`src/rtl/ex_mem_skid_stage.sv`:
```
// EX/MEM pipeline stage with valid/ready handshake and a 2-entry skid buffer.
// HEAD drives the outputs and SKID catches the one entry that arrives during a
// downstream stall. A flush drops every held entry, and the memory strobes and
// the forwarding valid are gated by valid_o, so a bubble never touches memory.
module ex_mem_skid_stage #(
   parameter int DATA_W       = 32,
   parameter int ADDR_W       = 5,
   parameter int WB_W         = 2,
   parameter int MEM_W        = 3,
   parameter int REGWRITE_BIT = 0,
   parameter int MEMREAD_BIT  = 0,
   parameter int MEMWRITE_BIT = 1
) (
   input  logic              clk_i,
   input  logic              rst_i,
   input  logic              flush_i,
   input  logic              valid_i,
   output logic              ready_o,
   input  logic [WB_W-1:0]   wb_i,
   input  logic [MEM_W-1:0]  mem_i,
   input  logic [DATA_W-1:0] result_i,
   input  logic [DATA_W-1:0] rtdata_i,
   input  logic [ADDR_W-1:0] writeaddr_i,
   output logic              valid_o,
   input  logic              ready_i,
   output logic [WB_W-1:0]   wb_o,
   output logic [MEM_W-1:0]  mem_o,
   output logic [DATA_W-1:0] result_o,
   output logic [DATA_W-1:0] rtdata_o,
   output logic [ADDR_W-1:0] writeaddr_o,
   output logic              memread_o,
   output logic              memwrite_o,
   output logic              fwd_valid_o,
   output logic [ADDR_W-1:0] fwd_addr_o,
   output logic [DATA_W-1:0] fwd_data_o
);

   localparam int PAY_W = WB_W + MEM_W + DATA_W + DATA_W + ADDR_W;

   typedef enum logic [1:0] {EMPTY, ONE, FULL} state_t;

   state_t           state;
   logic [PAY_W-1:0] in_pay;
   logic [PAY_W-1:0] head_p0;
   logic [PAY_W-1:0] skid_p1;
   logic             in_fire;
   logic             out_fire;

   // Payload travels as one packed word so HEAD and SKID move every field together.
   assign in_pay = {wb_i, mem_i, result_i, rtdata_i, writeaddr_i};
   assign {wb_o, mem_o, result_o, rtdata_o, writeaddr_o} = head_p0;

   // Handshake status comes from state alone, so ready_o has no combinational input path.
   assign valid_o  = (state != EMPTY);
   assign ready_o  = (state != FULL);
   assign in_fire  = valid_i & ready_o;
   assign out_fire = valid_o & ready_i;

   // Side-effect strobes and forwarding are qualified so stale payload in a bubble is inert.
   assign memread_o   = valid_o & mem_o[MEMREAD_BIT];
   assign memwrite_o  = valid_o & mem_o[MEMWRITE_BIT];
   assign fwd_valid_o = valid_o & wb_o[REGWRITE_BIT] & (writeaddr_o != '0);
   assign fwd_addr_o  = writeaddr_o;
   assign fwd_data_o  = result_o;

   // Occupancy FSM: reset beats flush, and flush beats any handshake.
   always_ff @(posedge clk_i) begin
      if (rst_i) begin
         state <= EMPTY;
      end else if (flush_i) begin
         state <= EMPTY;
      end else begin
         case (state)
            EMPTY: if (in_fire) state <= ONE;
            ONE: begin
               if (in_fire && !out_fire)      state <= FULL;
               else if (!in_fire && out_fire) state <= EMPTY;
            end
            FULL: if (out_fire) state <= ONE;
            default: state <= EMPTY;
         endcase
      end
   end

   // HEAD/SKID data movement; a flush leaves stale payload behind, masked by valid_o.
   always_ff @(posedge clk_i) begin
      if (rst_i) begin
         head_p0 <= '0;
         skid_p1 <= '0;
      end else if (!flush_i) begin
         case (state)
            EMPTY: if (in_fire) head_p0 <= in_pay;
            ONE: begin
               if (in_fire && out_fire) head_p0 <= in_pay;
               else if (in_fire)        skid_p1 <= in_pay;
            end
            FULL: if (out_fire) head_p0 <= skid_p1;
            default: ;
         endcase
      end
   end

endmodule

```
`config.mk`:
```
export PLATFORM = sky130hd
export DESIGN_NAME = ex_mem_skid_stage
export DESIGN_NICKNAME = d
export VERILOG_FILES = /design/src/rtl/ex_mem_skid_stage.sv
export SDC_FILE = /design/constraint.sdc
export NUM_CORES = 1
export LEC_CHECK = 0
export ABC_AREA = 0
export ABC_CLOCK_PERIOD_IN_PS = 3150
export CORE_MARGIN = 2
export CORE_UTILIZATION = 53
export DETAILED_ROUTE_END_ITERATION = 10
export PLACE_DENSITY_LB_ADDON = 0.08
export SYNTH_ARGS = -nofsm -noshare
export SYNTH_HDL_FRONTEND = slang
export SYNTH_SLANG_ARGS = --single-unit
```
`constraint.sdc`:
```
create_clock -name clk_i -period 3.15 [get_ports clk_i]
set_input_delay 0.7875 -clock clk_i [delete_from_list [all_inputs] [get_ports clk_i]]
set_output_delay 0.7875 -clock clk_i [all_outputs]
set_load 0.02 [all_outputs]
```
# Word level (Yosys, flattened, before mapping)
# Index checks and enable logic that the tools add are counted.
[word_totals]
reg_bits = 150
input_bits = 79
wordCells = 40
out_inout_bits = 116
[op_classes]
n_reduce_logical = 13
eq_ne = 7
n_mux = 9
bitwise = 8
[ops]
columns = ["op", "n"]
rows = [
  ["2-to-1 mux 74 bit", 3],
  ["case mux 74 bit (3 select lines)", 1],
  ["2-to-1 mux 2 bit", 4],
  ["inequality test 2 bit (second input constant)", 4],
  ["AND 1 bit", 6],
  ["case mux 2 bit (3 select lines)", 1],
  ["AND reduction 5 bit", 1],
  ["nonzero test 5 bit", 1],
  ["AND reduction 4 bit", 1],
  ["logical AND 1 bit", 3],
  ["inequality test 3 bit (second input constant)", 1],
  ["AND reduction 3 bit", 1],
  ["nonzero test 3 bit", 1],
  ["== test 2 x 1 -> 1 bit (second input constant)", 1],
  ["== test 2 bit (second input constant)", 1],
  ["zero test 1 bit", 2],
  ["zero test 2 bit", 1],
  ["NOT 1 bit", 2],
  ["nonzero test 2 bit", 1],
  ["OR reduction 2 bit", 1],
]

# Longest topological paths before layout
[logic_depth]
word_depth = 7
depth_mapped = 7

# Worst setup path after synthesis
# OpenSTA, ideal clock, no wires.
[synth_path]
path_type = "reg-to-output"
startpoint = "register head_p0[0]"
endpoint = "output fwd_valid_o"
path_slack_ps = 1249
path_buffers = 0
stages_incl_launch_ff = 3
t_required_ps = 2362
arrival_ps = 1113
path_cell_list = "dfxtp_1 or3_1 o311a_1"
[synth_between]
elab_chain_cells = 2
[synth_lines]
columns = ["item", "line", "text"]
rows = [
  ["from (decl)", "44", "logic [PAY_W-1:0] head_p0;"],
  ["from (signal assigned)", "92", "EMPTY: if (in_fire) head_p0 <= in_pay;"],
  ["from (signal assigned)", "94", "if (in_fire && out_fire) head_p0 <= in_pay;"],
  ["from (signal assigned)", "97", "FULL: if (out_fire) head_p0 <= skid_p1;"],
  ["nonzero test 5 bit", "62", "assign fwd_valid_o = valid_o & wb_o[REGWRITE_BIT] & (writeaddr_o != '0);"],
  ["AND 1 bit", "62", ""],
  ["to (decl)", "33", "output logic fwd_valid_o,"],
]
# No other way between the ends.

# Final worst setup path
# Same ends and word-level chain as after synthesis.

==> flow_summary.rst <==
.. list-table::
   :header-rows: 1

   * - Metric
     - Value
   * - Outcome
     - complete, no violations
   * - Pwr Total
     - 4.51 mW
   * - Slowest stage delay, CP
     - 0.53 ns
   * - Max capacitance violation total
     - 0
   * - Die height
     - 123 um
   * - Post-synthesis cell area
     - 7470 um^2
   * - Total routing usage reported by global routing
     - 0.235
   * - Warnings, synthesis
     - 0
   * - Crit path max-delay cell type
     - sky130_fd_sc_hd__clkdlybuf4s50_1
   * - Mean routed wirelength per cell
     - 15.9 um
   * - Maximum ir drop on the vdd rail
     - 0.337 mV
   * - Multi-input combinational cell area
     - 3670 um^2
   * - Net total in the final layout
     - 995
   * - 1st-iter DRT viols
     - 470
   * - Number of buffers inserted by hold repair at cts
     - 0
   * - CTS tree
     - yes
   * - Part of the power in combinational logic
     - 0.147
   * - Share of synthesized area occupied by flip-flops and latches
     - 0.402
   * - List of cells traversed by the critical path
     - or3_1 > o311a_1 > clkdlybuf4s50_1
   * - Worst Setup EP
     - fwd_valid_o
   * - Static leakage
     - 3.91 nW
   * - Worst slew slack as a fraction of its limit
     - 0.192
   * - Clock root cell
     - sky130_fd_sc_hd__clkbuf_16
   * - Syn Area/Cell
     - 9.24 um^2
   * - Net switching component of the power
     - 1.11 mW
   * - Reg-to-reg slack, setup
     - 0.91 ns
   * - Worst setup path startpoint
     - head_p0[0]$_SDFFE_PP0P_
   * - CTS Buffer Depth
     - 2
   * - Vias in the first global route
     - 5910
   * - Launch point of the worst reg-to-reg path
     - state[0]$_SDFFE_PP0P_
   * - CP max FO
     - 4
   * - Wire length of the first global-routing pass
     - 28300 um
   * - Count of port buffers added during placement
     - 194
   * - Residual antenna-violating net count after detailed routing
     - 0
   * - Floorplan row count
     - 43
   * - Highest clock frequency the design can meet
     - 0.366 GHz
   * - Most common library cell in the layout ignoring fill and taps
     - sky130_fd_sc_hd__clkdlybuf4s50_1
   * - Die footprint
     - 15100 um^2
   * - Routability congestion estimate
     - 0.757
   * - Number of I/O pins
     - 195
   * - Clock share of power
     - 0.410
   * - Count of H-tree levels built during CTS
     - 4
   * - Required time worst endpoint
     - 2.36 ns
   * - Total CTS buffers
     - 17
   * - Worst-path clk slew
     - 0.05 ns
   * - HPWL Detailed
     - 11200 um
   * - Synth cell types
     - 27
   * - Pin count of the biggest net entering global routing
     - 79
   * - Post-cts resize count
     - 0
   * - Number of buffers inserted to repair setup after CTS
     - 0
   * - Proportion of layout cells with a drive suffix above 1
     - 0.102
   * - Total core area
     - 13800 um^2
   * - Terminus of the critical flop-to-flop path
     - head_p0[71]$_SDFFE_PP0P_
   * - Portion of total power attributed to sequential cells
     - 0.442
   * - Part of the cycle the worst path needs
     - 0.867
   * - Count of final max-slew check failures
     - 0
   * - Number of storage elements in the synthesis netlist
     - 150
   * - Critical path arrival
     - 1.94 ns
   * - Vias per inst
     - 5.54
   * - X dimension of the die
     - 123 um
   * - Number of antenna violations at the first check in global routing
     - 0
   * - Switch share
     - 0.245
   * - Total of fill cells in the finished design
     - 1042
   * - Total wire length
     - 17500 um
   * - Final period demand of the worst path
     - 2.73 ns
   * - Internal power of the cells
     - 3.41 mW
   * - Final number of setup-violating endpoints
     - 0
   * - Remaining DRCs
     - 0
   * - Hold slack final
     - 0.451 ns
   * - Final Hold Vio Count
     - 0
   * - Clk sink count
     - 150
   * - Worst R2R Path Depth
     - 5
   * - Total congestion overflow
     - 0
   * - Via count
     - 6122
   * - Worst Hold Class
     - flip-flop to flip-flop
   * - Crit Path Category
     - flip-flop to primary output
   * - Gate count after technology mapping
     - 808
   * - Flip-flop and latch area
     - 3000 um^2
   * - Commonest non-fill, non-tap cells in the layout
     - sky130_fd_sc_hd__clkdlybuf4s50_1, sky130_fd_sc_hd__nand2_1, sky130_fd_sc_hd__dfxtp_1
   * - Crit. End Element
     - primary output
   * - First-pass iteration count of the detailed router
     - 4
   * - Power per cell area
     - 472 nW/um^2
   * - Initial Util
     - 0.540
   * - Fin Clk Skew
     - 0.00575 ns
   * - Final antenna diode count
     - 0
   * - RSZ-0062 raised after global routing
     - no
   * - Clock network latency to the later pin of the worst-skew pair
     - 0.41 ns
   * - Post-route setup TNS
     - 0 ns
   * - Syn-to-layout area delta
     - 28.0%
   * - Post-Syn Nets
     - 887
   * - Type of element launching the critical path
     - flip-flop
   * - Tightest Pin Transition
     - 1.21 ns
## cell usage after synthesis
cell type / n / area (um^2)
sky130_fd_sc_hd__dfxtp_1: 150 / 3000
sky130_fd_sc_hd__nand2_1: 150 / 563
sky130_fd_sc_hd__a21oi_1: 75 / 375
sky130_fd_sc_hd__nor2b_1: 75 / 469
sky130_fd_sc_hd__mux2i_1: 74 / 741
sky130_fd_sc_hd__o21ai_1: 74 / 370
sky130_fd_sc_hd__buf_4: 52 / 390
sky130_fd_sc_hd__o41ai_2: 46 / 748
sky130_fd_sc_hd__clkbuf_1: 35 / 131
sky130_fd_sc_hd__o41ai_1: 28 / 245
sky130_fd_sc_hd__buf_2: 11 / 55.1
sky130_fd_sc_hd__buf_6: 11 / 124
sky130_fd_sc_hd__buf_1: 6 / 22.5
sky130_fd_sc_hd__buf_12: 5 / 100
sky130_fd_sc_hd__and2_1: 2 / 12.5
sky130_fd_sc_hd__nand2b_1: 2 / 12.5
sky130_fd_sc_hd__or3_1: 2 / 12.5
sky130_fd_sc_hd__a2111oi_2: 1 / 15.0
sky130_fd_sc_hd__a21oi_2: 1 / 8.76
sky130_fd_sc_hd__and3b_1: 1 / 8.76
sky130_fd_sc_hd__nand2b_4: 1 / 13.8
sky130_fd_sc_hd__nor3_1: 1 / 5.00
sky130_fd_sc_hd__nor3_2: 1 / 10.0
sky130_fd_sc_hd__o21a_1: 1 / 7.51
sky130_fd_sc_hd__o22a_1: 1 / 8.76
sky130_fd_sc_hd__o311a_1: 1 / 10.0
sky130_fd_sc_hd__or2_2: 1 / 6.26
## critical path, delay by kind of cell (launching register included)
kind                   cells  cell delay (ns)
AND/OR/NAND/NOR            1             0.37
flip-flops                 1             0.34
buffers and inverters      1             0.53
AO/OA/AOI/OAI              1             0.29
## worst min-delay path by stage
stage	from	endpoint	slack, ns	cells past startpoint
floorplan	skid_p1[0]$_SDFFE_PP0P_	skid_p1[0]$_SDFFE_PP0P_	0.44	2
global placement	skid_p1[18]$_SDFFE_PP0P_	skid_p1[18]$_SDFFE_PP0P_	0.44	2
detailed placement	skid_p1[48]$_SDFFE_PP0P_	skid_p1[48]$_SDFFE_PP0P_	0.45	2
CTS	skid_p1[48]$_SDFFE_PP0P_	skid_p1[48]$_SDFFE_PP0P_	0.45	2
global route	skid_p1[5]$_SDFFE_PP0P_	skid_p1[5]$_SDFFE_PP0P_	0.47	2
finish	skid_p1[11]$_SDFFE_PP0P_	skid_p1[11]$_SDFFE_PP0P_	0.45	2
## cell families (layout without fill, tap and decap cells)
| family | count (synthesis) | in the layout | share of synthesized area |
|---|---|---|---|
| and+or+nand+nor | 236 | 236 | 0.149 |
| AOI/OAI and AO/OA | 228 | 228 | 0.240 |
| DFF | 150 | 150 | 0.402 |
| buffers and inverters | 120 | 238 | 0.110 |
| muxes | 74 | 74 | 0.0992 |
## sequential cells by signal, indices dropped and copies added, names as in the netlist
name / count
head_p0: 74
state: 2
skid_p1: 74
## cell type report
| type | instances | share of cell area |
|---|---|---|
| timing repair buffer | 209 | 0.223 |
| clock buffer | 25 | 0.0508 |
| clock inverter | 4 | 0.00497 |
| tap | 180 | 0.0236 |
| multi-input combinational | 538 | 0.384 |
| sequential | 150 | 0.314 |
## power groups by stage
stage          combinational [mW]  clock (mW)  sequential [mW]
5_1_grt                     0.713        1.97             2.00
3_3_place_gp                0.650           0             2.03
6_report                    0.665        1.85             2.00
3_5_place_dp                0.666           0             2.04
4_1_cts                     0.669        1.89             2.00
2_1_floorplan               0.336           0             2.09
## per-layer routing
| metal | share of wire | GRT usage |
|---|---|---|
| met1 | 0.43 | 0.295 |
| met5 | 0 | 0 |
| met4 | 0.016 | 0.0927 |
| met2 | 0.50 | 0.395 |
| met3 | 0.050 | 0.0474 |
## metrics by stage
stage / cell area [um^2] / worst slack (ns) / util / std cells
2_1_floorplan: 7470 / 1.25 / - / 808
5_1_grt: 9560 / 0.334 / 0.691 / 1106
6_report: 9560 / 0.420 / 0.691 / 1106
4_1_cts: 9560 / 0.395 / 0.691 / 1106
3_5_place_dp: 9030 / 0.0282 / 0.653 / 1077
3_3_place_gp: 9030 / 0.158 / 0.653 / 1077
No activity file was read; power rests on OpenSTA's default activity.
